### config.mk
export PLATFORM = sky130hd
export DESIGN_NAME = hub75_pixel_writer_flat
export DESIGN_NICKNAME = d
export VERILOG_FILES = /design/src/rtl/hub75_pkg.sv /design/src/rtl/hub75_pixel_writer_if.sv /design/src/rtl/hub75_gamma_lut.sv /design/src/rtl/hub75_pixel_writer.sv /design/src/flat_wrapper.sv
export SDC_FILE = /design/constraint.sdc
export NUM_CORES = 1
export LEC_CHECK = 0
export BUFFER_PORTS_ARGS = -buffer_cell sky130_fd_sc_hd__buf_2
export CAP_MARGIN = 0
export CORE_ASPECT_RATIO = 0.5
export CORE_MARGIN = 2
export CORE_UTILIZATION = 45
export DETAILED_ROUTE_END_ITERATION = 10
export GPL_TIMING_DRIVEN = 1
export MAX_ROUTING_LAYER = met4
export PLACE_DENSITY = 0.69
export SLEW_MARGIN = 0
export SYNTH_ARGS = -nofsm -noshare
export SYNTH_HDL_FRONTEND = slang
export SYNTH_HIERARCHICAL = 1
export SYNTH_SLANG_ARGS = --single-unit
### constraint.sdc
create_clock -name clk -period 2.9 [get_ports clk]
set_input_delay 0.725 -clock clk [delete_from_list [all_inputs] [get_ports clk]]
set_output_delay 0.725 -clock clk [all_outputs]
set_load 0.005 [all_outputs]
### src/rtl/hub75_pkg.sv
// Shared types and default geometry for the HUB75 pixel writer.
package hub75_pkg;

  typedef enum logic [1:0] {
    WAIT_SOF = 2'd0,
    ACTIVE   = 2'd1,
    DROP     = 2'd2
  } wr_state_e;

  localparam int HUB75_HPIXEL = 64;
  localparam int HUB75_VPIXEL = 64;
  localparam int HUB75_BPP    = 8;

endpackage

### src/rtl/hub75_pixel_writer_if.sv
// Pixel stream handshake between a raster source (master) and the writer (slave).
interface hub75_pixel_writer_if
  import hub75_pkg::*;
#(
  parameter int bpp_p = HUB75_BPP
) ();

  logic [3*bpp_p-1:0] i_px_data;
  logic               i_px_valid;
  logic               i_px_sof;
  logic               i_px_eol;
  logic               o_px_ready;

  modport master (
    output i_px_data, i_px_valid, i_px_sof, i_px_eol,
    input  o_px_ready
  );

  modport slave (
    input  i_px_data, i_px_valid, i_px_sof, i_px_eol,
    output o_px_ready
  );

endinterface

### src/rtl/hub75_gamma_lut.sv
// Synchronous gamma-2.2 ROM for one colour channel; table is built at elaboration.
module hub75_gamma_lut #(
  parameter int bpp_p = 8
) (
  input  logic             clk,
  input  logic             rst_n,
  input  logic [bpp_p-1:0] addr_i,
  output logic [bpp_p-1:0] data_o
);

  localparam int depth_lp = 2 ** bpp_p;

  function automatic logic [bpp_p-1:0] gamma_fn(input int x);
    real max_r;
    real r;
    max_r = real'(depth_lp - 1);
    r     = ((real'(x) / max_r) ** 2.2) * max_r + 0.5;
    return bpp_p'($rtoi(r));
  endfunction

  logic [bpp_p-1:0] rom [depth_lp];

  for (genvar i = 0; i < depth_lp; i++) begin : g_rom
    assign rom[i] = gamma_fn(i);
  end

  // registered ROM read
  always_ff @(posedge clk or negedge rst_n) begin
    if (!rst_n) data_o <= '0;
    else        data_o <= rom[addr_i];
  end

endmodule

### src/rtl/hub75_pixel_writer.sv
// Stream-to-framebuffer loader for the HUB75 driver.
// Optional feature macro: HUB75_PIXEL_GAMMA_EN (per-channel gamma LUT, latency 2).
//
//   state    | meaning
//   WAIT_SOF | idle between frames, beats without sof discarded
//   ACTIVE   | inside a frame, each beat checked against the column count
//   DROP     | framing error seen, beats discarded until the next sof
module hub75_pixel_writer
  import hub75_pkg::*;
#(
  parameter int  hpixel_p     = HUB75_HPIXEL,
  parameter int  vpixel_p     = HUB75_VPIXEL,
  parameter int  bpp_p        = HUB75_BPP,
  localparam int addr_width_p = $clog2(hpixel_p * vpixel_p)
) (
  input  logic                    clk,
  input  logic                    rst_n,
  hub75_pixel_writer_if.slave     px,
  output logic [addr_width_p-1:0] o_framebuf_wr_addr,
  output logic [3*bpp_p-1:0]      o_framebuf_wr_data,
  output logic                    o_framebuf_wr_en,
  output logic                    o_frame_done,
  output logic                    o_err_sync,
  input  logic                    i_err_clr
);

  localparam int col_width_lp = (hpixel_p > 1) ? $clog2(hpixel_p) : 1;
  localparam int row_width_lp = (vpixel_p > 1) ? $clog2(vpixel_p) : 1;
  localparam logic [col_width_lp-1:0] col_last_lp = col_width_lp'(hpixel_p - 1);
  localparam logic [row_width_lp-1:0] row_last_lp = row_width_lp'(vpixel_p - 1);

  wr_state_e               state_q;
  logic [col_width_lp-1:0] col_q;
  logic [row_width_lp-1:0] row_q;
  // writes are row-major and contiguous, so a running counter equals row*hpixel_p+col
  logic [addr_width_p-1:0] pix_addr_q;
  logic                    ready_q;
  logic                    wr_en_q;
  logic                    done_q;
  logic                    err_q;
  logic                    err_d;
  logic [addr_width_p-1:0] wr_addr_q;
  logic [3*bpp_p-1:0]      wr_data_q;
  logic                    beat;
  logic                    at_eol_col;
  logic                    at_last_row;
  logic                    frame_err;

  assign px.o_px_ready = ready_q;
  assign beat          = px.i_px_valid & ready_q;
  assign at_eol_col    = (col_q == col_last_lp);
  assign at_last_row   = (row_q == row_last_lp);

  // inside a frame, a repeated sof or an eol that disagrees with the column is an error
  always_comb begin
    frame_err = beat & (state_q == ACTIVE) & (px.i_px_sof | (px.i_px_eol != at_eol_col));
    err_d     = frame_err | (err_q & ~i_err_clr);
  end

  // writer FSM, position counters and first output stage
  always_ff @(posedge clk or negedge rst_n) begin
    if (!rst_n) begin
      state_q    <= WAIT_SOF;
      col_q      <= '0;
      row_q      <= '0;
      pix_addr_q <= '0;
      ready_q    <= 1'b0;
      wr_en_q    <= 1'b0;
      done_q     <= 1'b0;
      err_q      <= 1'b0;
      wr_addr_q  <= '0;
      wr_data_q  <= '0;
    end else begin
      ready_q <= 1'b1;
      wr_en_q <= 1'b0;
      done_q  <= 1'b0;
      err_q   <= err_d;
      if (beat) begin
        if (px.i_px_sof) begin
          // any sof starts a fresh frame at address 0, whatever the state
          wr_en_q    <= 1'b1;
          wr_addr_q  <= '0;
          wr_data_q  <= px.i_px_data;
          col_q      <= col_width_lp'(1);
          row_q      <= '0;
          pix_addr_q <= addr_width_p'(1);
          state_q    <= ACTIVE;
        end else if (state_q == ACTIVE) begin
          if (px.i_px_eol != at_eol_col) begin
            state_q <= DROP;
          end else begin
            wr_en_q    <= 1'b1;
            wr_addr_q  <= pix_addr_q;
            wr_data_q  <= px.i_px_data;
            pix_addr_q <= pix_addr_q + 1'b1;
            if (at_eol_col) begin
              col_q <= '0;
              if (at_last_row) begin
                done_q  <= 1'b1;
                row_q   <= '0;
                state_q <= WAIT_SOF;
              end else begin
                row_q <= row_q + 1'b1;
              end
            end else begin
              col_q <= col_q + 1'b1;
            end
          end
        end
      end
    end
  end

  assign o_err_sync = err_q;

`ifdef HUB75_PIXEL_GAMMA_EN
  logic [addr_width_p-1:0] addr_dly_q;
  logic                    en_dly_q;
  logic                    done_dly_q;

  for (genvar ch = 0; ch < 3; ch++) begin : g_gamma
    hub75_gamma_lut #(.bpp_p(bpp_p)) u_lut (
      .clk    (clk),
      .rst_n  (rst_n),
      .addr_i (wr_data_q[ch*bpp_p +: bpp_p]),
      .data_o (o_framebuf_wr_data[ch*bpp_p +: bpp_p])
    );
  end

  // delay the control side by the LUT's register so it stays aligned with data
  always_ff @(posedge clk or negedge rst_n) begin
    if (!rst_n) begin
      addr_dly_q <= '0;
      en_dly_q   <= 1'b0;
      done_dly_q <= 1'b0;
    end else begin
      addr_dly_q <= wr_addr_q;
      en_dly_q   <= wr_en_q;
      done_dly_q <= done_q;
    end
  end

  assign o_framebuf_wr_addr = addr_dly_q;
  assign o_framebuf_wr_en   = en_dly_q;
  assign o_frame_done       = done_dly_q;
`else
  assign o_framebuf_wr_addr = wr_addr_q;
  assign o_framebuf_wr_data = wr_data_q;
  assign o_framebuf_wr_en   = wr_en_q;
  assign o_frame_done       = done_q;
`endif

endmodule
### src/flat_wrapper.sv
// flat-port wrapper written by rule: the top's interface ports become plain ports
module hub75_pixel_writer_flat import hub75_pkg::*;
#(
  parameter int  hpixel_p     = HUB75_HPIXEL,
  parameter int  vpixel_p     = HUB75_VPIXEL,
  parameter int  bpp_p        = HUB75_BPP,
  localparam int addr_width_p = $clog2(hpixel_p * vpixel_p)
)
  (clk, rst_n, o_framebuf_wr_addr, o_framebuf_wr_data, o_framebuf_wr_en, o_frame_done, o_err_sync, i_err_clr, px_i_px_data, px_i_px_valid, px_i_px_sof, px_i_px_eol, px_o_px_ready);
  hub75_pixel_writer_if #(.bpp_p(bpp_p)) px_i ();
  input  logic clk;
  input  logic rst_n;
  output logic [addr_width_p-1:0] o_framebuf_wr_addr;
  output logic [3*bpp_p-1:0] o_framebuf_wr_data;
  output logic o_framebuf_wr_en;
  output logic o_frame_done;
  output logic o_err_sync;
  input  logic i_err_clr;
  input wire logic [$bits(px_i.i_px_data)-1:0] px_i_px_data;
  input wire logic [$bits(px_i.i_px_valid)-1:0] px_i_px_valid;
  input wire logic [$bits(px_i.i_px_sof)-1:0] px_i_px_sof;
  input wire logic [$bits(px_i.i_px_eol)-1:0] px_i_px_eol;
  output wire logic [$bits(px_i.o_px_ready)-1:0] px_o_px_ready;
  assign px_i.i_px_data = px_i_px_data;
  assign px_i.i_px_valid = px_i_px_valid;
  assign px_i.i_px_sof = px_i_px_sof;
  assign px_i.i_px_eol = px_i_px_eol;
  assign px_o_px_ready = px_i.o_px_ready;
  hub75_pixel_writer #(.hpixel_p(hpixel_p), .vpixel_p(vpixel_p), .bpp_p(bpp_p)) u_core (.clk(clk), .rst_n(rst_n), .px(px_i), .o_framebuf_wr_addr(o_framebuf_wr_addr), .o_framebuf_wr_data(o_framebuf_wr_data), .o_framebuf_wr_en(o_framebuf_wr_en), .o_frame_done(o_frame_done), .o_err_sync(o_err_sync), .i_err_clr(i_err_clr));
endmodule
==> run summary, run 1 <==
Status - complete, no violations
Peak fanout along the critical path - 21
Peak Freq - 424 MHz
DR vias - 2,373
DIE WIDTH - 120 um
Die height - 61.8 um
Yosys reg bits - 66
Drt wl/cell - 15.0 um
Num rows - 20
DRT antenna net count - 0
Max stage delay on crit path - 550 ps
Number of DRC markers in iteration 0 - 123
Synth Area in XOR/XNOR - 0%
Largest family of logic cells by synthesized area - simple AND/OR/NAND/NOR gates
Initial antenna violation count - 0
Post-Synthesis Cells - 266
Final estimated routing congestion in global placement - 0.842
Final Hold Fails - 0
Crit path max-delay cell type - or4_1
Sequential power share - 45.5%
Multi-input gate area - 0.00125 mm^2
Period utilisation layout - 81.4%
Logic gate share of total power - 18.1%
Drt pass-1 iters - 4
Worst EP arrival - 2570 ps
Peak supply drop - 0.385 mV
Final wirelength - 6470 um
List of most frequent post-synthesis cells - dfrtp_1, nand2_1, mux2_2, o21ai_0, a22o_1
ANT cells - 0
Max-cap violations - 0
Yosys top cell by area - dfrtp_1
Sw Ratio - 26.4%
Pleak - 0.00174 uW
Io pins - 70
Core box area - 0.00626 mm^2
Skew final - 4.80 ps
# hold bufs at CTS - 0
Number of global-route vias before repair - 2,252
CTS tree - built
Max H-tree Level - 3
Port-buffer cells - 69
Total GRT Usage - 19.9%
Crit path cell chain - ha_1 -> nand3_2 -> or4_1 -> nand3_2 -> buf_12 -> mux2_2
Setup TNS - 0 ps
Synth top area share - 55.0%
Startpoint types - flop
Clk pin slew, worst setup/hold paths - 50 ps
Final setup margin - 540 ps
Top_reg_cell synth - dfrtp_1
FF-to-FF setup slack - 540 ps
CTS max path bufs - 2
Internal Pwr Total - 1980 uW
Area Overhead vs Synth - 25.1%
Most frequent cell after synthesis - dfrtp_1
Vias per cell - 5.49
Cells on worst reg2reg path - 6
Final slew viol count - 0
Synth unique cells - 53
Sequential area share after synthesis - 55.0%
Fin crit period - 2360 ps
Total gr overflow - 0
R2r endpoint - u_core/o_framebuf_wr_data[11]
Relative slew slack - 59.3%
Power density over the cells - 716 mW/mm^2
Simple-Gate Fraction of Synth Area - 16.5%
Fin Hold WS - 410 ps
Number of enable flip-flop cells after synthesis - 0
Post-synthesis adder-cell area fraction - 1.25%
Worst hold path class - in2async
RSZ-0062 raised after global routing - false
Largest net degree at the start of global routing - 42
# resized after CTS - 0
Syn nets - 299
Launching point of the worst reg2reg path - u_core/col_q[0]
Slew at the pin closest to its max-slew limit - 611 ps
YS warnings - 6
Clock sink count - 66
Fill cells - 522
Synth async-reset ratio - 100%
Final setup vio count - 0
Multiplexer share of the synthesized area - 10.0%
Power share of the clock group - 36.4%
CP Capture Type - flop
Postcts setup bufs - 0
Mapped Avg Cell Area - 11.3 um^2
First-pass GRT wire length - 10,700 um
DRC - 0
Clock root buffer - clkbuf_16
Crit path required time - 3110 ps
Share of layout cells above drive strength 1 - 36.6%
Total Nets Final - 373
CTS Buf Count - 9
Area contributors post-synth - dfrtp_1, mux2_2, nand2_1
Most numerous cell on the critical path - nand3_2
Crit path kind - reg2reg
Clk_lat worst skew - 330 ps
Initial Utilization - 48.0%
Synth Area in Compound Gates - 13.7%
Die outline area - 0.00738 mm^2
Storage cell area - 0.00165 mm^2
NetSw - 711 uW
Post-DP HPWL - 4500 um
Pre-CTS setup slack - 516 ps
Post-Syn Area - 0.00300 mm^2
worst max-delay path: cells and delay by family, from the launching register on:
kind                     cells  cell delay (ps)
buffers and inverters        1              200
AND/OR/NAND/NOR              3             1040
flip-flops                   1              390
adder cells (fa/ha/maj)      1              240
multiplexers                 1              350
metrics by stage:
stage,instance area (um^2),power (uW),std cells,util (%)
after CTS,3750,2730,432,60.0
after detailed placement,3480,1730,417,55.7
after floorplan,3000,1490,266,-
after global placement,3480,1690,417,55.7
after global routing,3750,2850,432,60.0
final,3750,2690,432,60.0
power by group through the flow:
stage | Sequential [uW] | Clock, uW | Combinational [uW]
2_1_floorplan | 1220 | 0 | 270
3_3_place_gp | 1220 | 0 | 468
3_5_place_dp | 1240 | 0 | 491
4_1_cts | 1220 | 1020 | 492
5_1_grt | 1250 | 1060 | 538
6_report | 1220 | 979 | 486
area by class of cell:
| class | instances | share of cell area, % |
|---|---|---|
| Inverter | 6 | 0.600 |
| Tap cell | 88 | 2.93 |
| Timing Repair Buffer | 77 | 11.8 |
| Multi-Input combinational cell | 180 | 33.4 |
| Clock inverter | 2 | 0.333 |
| Clock buffer | 13 | 6.93 |
| Sequential cell | 66 | 44.0 |
worst max path at each step:
stage | from | endpoint | slack, ps | depth (start not counted)
CTS | u_core/col_q[0] | u_core/o_framebuf_wr_data[11] | 550 | 6
global route | u_core/col_q[0] | u_core/o_framebuf_wr_data[12] | 360 | 6
finish | u_core/col_q[0] | u_core/o_framebuf_wr_data[11] | 540 | 6
detailed placement | px_i_px_sof | u_core/o_framebuf_wr_data[12] | 520 | 5
floorplan | px_i_px_eol | u_core/row_q[5] | 780 | 5
global placement | px_i_px_sof | u_core/o_framebuf_wr_data[7] | 550 | 5
cell families (layout without fill, tap and decap cells):
group	after synthesis	count (layout)
simple gates	92	92
flops	66	66
compound gates	57	57
mux	27	27
buf+inv	20	98
fa+ha+maj	3	3
other cells	1	1
sequential cells by signal (all words and copies together) (netlist names), 2 cells and up:
name,cells
u_core/o_framebuf_wr_data,24
u_core/o_framebuf_wr_addr,12
u_core/state_q,2
u_core/row_q,6
u_core/pix_addr_q,12
u_core/col_q,6
metal layers:
| layer | part of all wire, % | up-vias | track usage, % |
|---|---|---|---|
| li1 | - | 1127 | - |
| met1 | 47 | 1161 | 24.4 |
| met2 | 46 | 81 | 30.9 |
| met3 | 6.1 | 4 | 6.30 |
| met4 | 0.68 | 0 | 9.41 |
| met5 | 0 | - | - |
cell usage in the layout (no fill, tap or decap), drive strengths merged, types with 2 or more instances in the layout:
| cell type | instances |
|---|---|
| a21oi | 7 |
| a221oi | 2 |
| a22o | 11 |
| a31oi | 3 |
| and3 | 3 |
| buf | 77 |
| clkbuf | 13 |
| dfrtp | 66 |
| ha | 3 |
| inv | 6 |
| mux2 | 24 |
| mux2i | 3 |
| nand2 | 33 |
| nand3 | 11 |
| nor2 | 8 |
| nor2b | 3 |
| nor3 | 7 |
| nor4 | 5 |
| o211ai | 4 |
| o21ai | 14 |
| o311ai | 3 |
| or2 | 4 |
| or3 | 8 |
| or4 | 4 |
No activity file was read; power rests on OpenSTA's default activity.
==> inputs of run 2 (changes only) <==
==> constraint.sdc (replaced) <==
create_clock -name clk -period 2.3 [get_ports clk]
set_input_delay 0.575 -clock clk [delete_from_list [all_inputs] [get_ports clk]]
set_output_delay 0.575 -clock clk [all_outputs]
set_load 0.005 [all_outputs]
==> run 2 against run 1 <==
Worst hold slack got worse by 170 ps. Core utilization is 0.34 points higher. Maximum frequency is 8.8% higher. Flip-flop and latch count unchanged. Critical path type unchanged.
==> run summary, run 2 (synthesized netlist as in run 1, its figures left out) <==
Clk pin slew, worst setup/hold paths - 50 ps (about the same)
Io pins - 70 (unchanged)
Crit path to - u_core/o_framebuf_wr_data[7]
Share of layout cells above drive strength 1 - 37.9% (+1.2 points)
Period utilisation layout - 94.3% (+13 points)
Worst setup path startpoint - u_core/col_q[0]
Drt wl/cell - 14.8 um (-1.0%)
Internal Pwr Total - 2550 uW (+29%)
DRC - 0 (unchanged)
Crit path kind - reg2reg
RSZ-0062 raised after global routing - false
NetSw - 936 uW (+32%)
Max stage delay on crit path - 540 ps (about the same)
Crit path required time - 2510 ps (-600 ps)
Vias per cell - 5.40 (-1.8%)
Clock root buffer - clkbuf_16
DRT antenna net count - 0 (unchanged)
Num rows - 20 (unchanged)
DR vias - 2,342 (-1.3%)
CP Capture Type - flop
Most numerous cell on the critical path - nand3_2
Logic gate share of total power - 17.5% (-0.6 points)
Clock sink count - 66 (unchanged)
Setup TNS - 0 ps (unchanged)
Commonest non-fill, non-tap cell in the layout - buf_2
Max-cap violations - 0 (unchanged)
Slew at the pin closest to its max-slew limit - 681 ps (+70.0 ps)
CTS Buf Count - 9 (unchanged)
R2r endpoint - u_core/o_framebuf_wr_data[7]
Total GRT Usage - 19.2% (-0.74 points)
Number of global-route vias before repair - 2,214 (-1.7%)
Initial Utilization - 48.0% (unchanged)
Max FFs per register - 24 (unchanged)
Worst hold path class - in2async
Worst EP arrival - 2380 ps (-190 ps)
Clk_lat worst skew - 330 ps (about the same)
Status - complete, no violations
DIE WIDTH - 120 um (unchanged)
Crit path cell chain - ha_1 -> nand3_2 -> or4_1 -> nand3_2 -> buf_12 -> mux2_2
Total gr overflow - 0 (unchanged)
CTS max path bufs - 2 (unchanged)
Cells on worst reg2reg path - 6 (unchanged)
Relative slew slack - 54.4% (-4.9 points)
Peak supply drop - 0.609 mV (+58%)
FF-to-FF setup slack - 130 ps (-410 ps)
Drt pass-1 iters - 4 (unchanged)
Pleak - 0.00175 uW (+0.57%)
Post-DP HPWL - 4450 um (-1.1%)
Area Overhead vs Synth - 25.8%
Delay-heaviest family, CP - simple AND/OR/NAND/NOR gates
Launching point of the worst reg2reg path - u_core/col_q[0]
Startpoint types - flop
Largest net degree at the start of global routing - 67 (+60%)
CTS tree - built
Max H-tree Level - 3 (unchanged)
Port-buffer cells - 69 (unchanged)
Final setup vio count - 0 (unchanged)
Final estimated routing congestion in global placement - 0.794 (-5.7%)
Postcts setup bufs - 0 (unchanged)
Power share of the clock group - 38.3% (+1.9 points)
Sequential power share - 44.2% (-1.3 points)
Power density over the cells - 922 mW/mm^2 (+29%)
Initial antenna violation count - 0 (unchanged)
ANT cells - 0 (unchanged)
Final slew viol count - 0 (unchanged)
Die height - 61.8 um (unchanged)
Final Hold Fails - 0 (unchanged)
Post-Route Utilization - 60.4% (+0.34 points)
Die outline area - 0.00738 mm^2 (unchanged)
Final wirelength - 6430 um (-0.54%)
Most frequent cells in the layout - buf_2, dfrtp_1, nand2_1, mux2_2, o21ai_0
Number of DRC markers in iteration 0 - 119 (-3.3%)
Core box area - 0.00626 mm^2 (unchanged)
Peak Freq - 461 MHz (+8.8%)
WP buf/inv - 1 (unchanged)
Crit path depth - 6 (unchanged)
Crit path max-delay cell type - or4_1
First-pass GRT wire length - 10,400 um (-3.2%)
Total Nets Final - 374 (+0.27%)
Skew final - 6.30 ps (+1.49 ps)
Peak fanout along the critical path - 36 (+71%)
Fin crit period - 2170 ps (-191 ps)
Sw Ratio - 26.9% (+0.44 points)
[run 2: changes by cell type in the layout (fill, tap and decap cells not counted), sizes merged]
cell / previous run / this run
buf: 77 / 78
bufinv: 0 / 1
clkbuf: 13 / 9
clkinv: 1 / 3
clkinvlp: 1 / 2
inv: 6 / 7
[run 2: power groups by stage]
stage	Combinational [uW]	Clock, uW	Sequential, uW
detailed placement	617	0	1560
floorplan	341	0	1540
global route	679	1430	1570
finish	609	1330	1540
CTS	618	1370	1540
global placement	588	0	1540
[run 2: worst register-to-register path: stages, from the launching register on]
cell     delay, ps
dfrtp_1        380
ha_1           210
nand3_2        210
or4_1          540
nand3_2        130
buf_12         200
mux2_2         380
[run 2: timing repair]
action                                  in CTS  in global routing
hold buffers                                 0                  0
endpoints found under the setup margin       0                  5
resized for setup                            0                  1
[run 2: cell type report]
| cell class | count | area, um^2 |
|---|---|---|
| multi-input cells | 180 | 1260 |
| inverters | 6 | 22.5 |
| flip-flops and latches | 66 | 1650 |
| well taps | 88 | 110 |
| repair buffers | 78 | 438 |
| clock inverters | 7 | 68.8 |
| clock buffers | 9 | 225 |
| fillers | 538 | 2480 |
[run 2: worst min path at each step]
stage	start	endpoint	slack [ps]	cells after the start
5_1_grt	rst_n	u_core/pix_addr_q[2]	280	2
4_1_cts	rst_n	u_core/px.o_px_ready	260	2
6_report	rst_n	u_core/px.o_px_ready	240	2
3_3_place_gp	u_core/o_framebuf_wr_addr[7]	u_core/o_framebuf_wr_addr[7]	460	2
3_5_place_dp	u_core/o_framebuf_wr_addr[8]	u_core/o_framebuf_wr_addr[8]	470	2
2_1_floorplan	rst_n	u_core/col_q[0]	280	0
[run 2: metrics by stage]
stage	cells	power, uW	hold slack (ps)	worst slack (ps)	instance area [um^2]
CTS	434	3530	261	133	3770
floorplan	266	1880	279	331	3000
detailed placement	418	2170	470	147	3480
global route	434	3680	281	6.52	3780
finish	434	3480	243	131	3780
global placement	418	2130	464	187	3480
[run 2: metal layers]
| metal | wire length, um | track usage [%] | up-vias | part of all wire, % |
|---|---|---|---|---|
| li1 | - | - | 1132 | - |
| met1 | 2870 | 22.4 | 1138 | 45 |
| met2 | 3100 | 31.8 | 65 | 48 |
| met3 | 386 | 6.20 | 7 | 6.0 |
| met4 | 74 | 7.73 | 0 | 1.2 |
| met5 | 0 | - | - | 0 |
==> inputs of run 3 (changes only) <==
--- a/config.mk
+++ b/config.mk
@@ -8,8 +8,9 @@
 export BUFFER_PORTS_ARGS = -buffer_cell sky130_fd_sc_hd__buf_2
 export CAP_MARGIN = 0
 export CORE_ASPECT_RATIO = 0.5
-export CORE_MARGIN = 2
+export CORE_MARGIN = 3
 export CORE_UTILIZATION = 45
+export CTS_CLUSTER_SIZE = 28
 export DETAILED_ROUTE_END_ITERATION = 10
 export GPL_TIMING_DRIVEN = 1
 export MAX_ROUTING_LAYER = met4
==> run 3 against run 2 <==
Combinational power up 2%. Setup slack better by 38 ps. Flip-flop and latch count unchanged. Sequential share of layout area down 0.68 points. Clock power up 9%. Core utilization up 0.96 points. Final cell count up 0.46%. Non-clock buffer count up 2. Total power up 3.8%. Register-to-register slack better by 40 ps. Maximum frequency up 1.8%. Wire length up 1.2%. Largest cell class unchanged. Largest power group unchanged.
==> run summary, run 3 (synthesized netlist as in run 1, its figures left out) <==
DRC - 0 (unchanged)
Pleak - 0.00179 uW (+2.2%)
Commonest non-fill, non-tap cell in the layout - buf_2
Peak supply drop - 0.508 mV (-17%)
Port-buffer cells - 69 (unchanged)
Share of layout cells above drive strength 1 - 37.6% (-0.22 points)
# hold bufs at CTS - 0 (unchanged)
Setup TNS - 0 ps (unchanged)
Drt wl/cell - 14.9 um (+0.69%)
Total Nets Final - 376 (+0.53%)
Io pins - 70 (unchanged)
Clock root buffer - clkbuf_16
Drt pass-1 iters - 4 (unchanged)
Status - complete, no violations
CTS max path bufs - 2 (unchanged)
RSZ-0062 raised after global routing - false
ANT cells - 0 (unchanged)
Initial Utilization - 48.0% (unchanged)
Largest net degree at the start of global routing - 67 (unchanged)
Core box area - 0.00626 mm^2 (unchanged)
Initial antenna violation count - 0 (unchanged)
First-pass GRT wire length - 11,000 um (+6.1%)
Number of DRC markers in iteration 0 - 178 (+50%)
Overall Power - 3610 uW (+3.8%)
Max-cap violations - 0 (unchanged)
Worst hold path class - in2async
Max FFs per register - 24 (unchanged)
Vias per cell - 5.42 (+0.48%)
Final slew viol count - 0 (unchanged)
Final setup vio count - 0 (unchanged)
CTS Buf Count - 9 (unchanged)
Placed Cells incl. Taps - 420 (+0.48%)
Crit path required time - 2500 ps (about the same)
CP Capture Type - flop
Die height - 63.8 um (+3.2%)
Final estimated routing congestion in global placement - 0.849 (+6.9%)
Area Overhead vs Synth - 27.8%
Final wirelength - 6510 um (+1.2%)
Peak Freq - 469 MHz (+1.8%)
DRT antenna net count - 0 (unchanged)
Fill cells - 515 (-4.3%)
DR vias - 2,364 (+0.94%)
Final Hold Fails - 0 (unchanged)
Worst EP arrival - 2330 ps (-50 ps)
Post-Route Utilization - 61.3% (+0.96 points)
Crit path kind - reg2reg
Period utilisation layout - 92.6% (-1.7 points)
Skew final - 6.57 ps (+0.269 ps)
Number of global-route vias before repair - 2,257 (+1.9%)
Fin crit period - 2130 ps (-38.4 ps)
CTS tree - built
Total GRT Usage - 18.8% (-0.38 points)
Most frequent cells in the layout - buf_2, dfrtp_1, nand2_1, mux2_2, o21ai_0
Startpoint types - flop
Clock sink count - 66 (unchanged)
Die outline area - 0.00775 mm^2 (+5.0%)
Power density over the cells - 941 mW/mm^2 (+2.1%)
Peak fanout along the critical path - 11 (-69%)
Total gr overflow - 0 (unchanged)
Max H-tree Level - 3 (unchanged)
Num rows - 20 (unchanged)
Post-DP HPWL - 4610 um (+3.6%)
Non-Filler Instances - 436 (+0.46%)
DIE WIDTH - 122 um (+1.7%)
Clk pin slew, worst setup/hold paths - 50 ps (about the same)
Clk_lat worst skew - 330 ps (about the same)
==> run 3: timing repair <==
action	CTS	global route
gates resized for setup	0	2
endpoints found under the setup margin	0	3
setup buffers	0	0
==> run 3: layer usage <==
layer | routed length [um] | global-route usage [%] | part of all wire [%]
met5 | 0 | - | 0
met4 | 36 | 7.40 | 0.55
met3 | 478 | 6.01 | 7.3
met2 | 3140 | 28.9 | 48
met1 | 2850 | 23.3 | 44
==> run 3: report_power, final <==
group	internal, uW	switching [uW]
Combinational	339	281
Clock	979	468
Sequential	1380	165
Total	2700	914
==> run 3: critical path: stages, from the launching register on <==
cell and delay, ps:
dfrtp_1 380, ha_1 240, nand3_2 100, buf_4 190, o21a_1 290, or3_1 430, a311o_1 370
==> run 3: stage by stage <==
step                      hold WS (ps)  instance area (um^2)  worst slack, ps
after floorplan                    279                  3000              331
after global placement             461                  3500              202
after detailed placement           473                  3500              131
after CTS                          264                  3820              102
after global routing               280                  3840            0.915
final                              234                  3840              169
==> run 3: area by class of cell <==
type | count | area [um^2] | share of cell area [%]
Sequential cell | 66 | 1650 | 43.1
Tap cell | 88 | 110 | 2.87
Multi-Input combinational cell | 180 | 1270 | 33.0
Clock buffer | 12 | 246 | 6.43
Timing Repair Buffer | 80 | 465 | 12.1
Inverter | 6 | 22.5 | 0.587
Clock inverter | 4 | 73.8 | 1.92
==> run 3: final timing paths <==
| check | from | end | slack (ps) | depth (start not counted) |
|---|---|---|---|---|
| max reg2reg | u_core/col_q[0] | u_core/pix_addr_q[4] | 170 | 6 |
| min | rst_n | u_core/o_framebuf_wr_data[0] | 230 | 2 |
| max in group asynchronous | rst_n | u_core/row_q[5] | 1750 | 2 |
| min reg2reg | u_core/o_framebuf_wr_addr[7] | u_core/o_framebuf_wr_addr[7] | 480 | 2 |
| min in group clk | i_err_clr | u_core/o_err_sync | 440 | 2 |
| max | u_core/col_q[0] | u_core/pix_addr_q[4] | 170 | 6 |
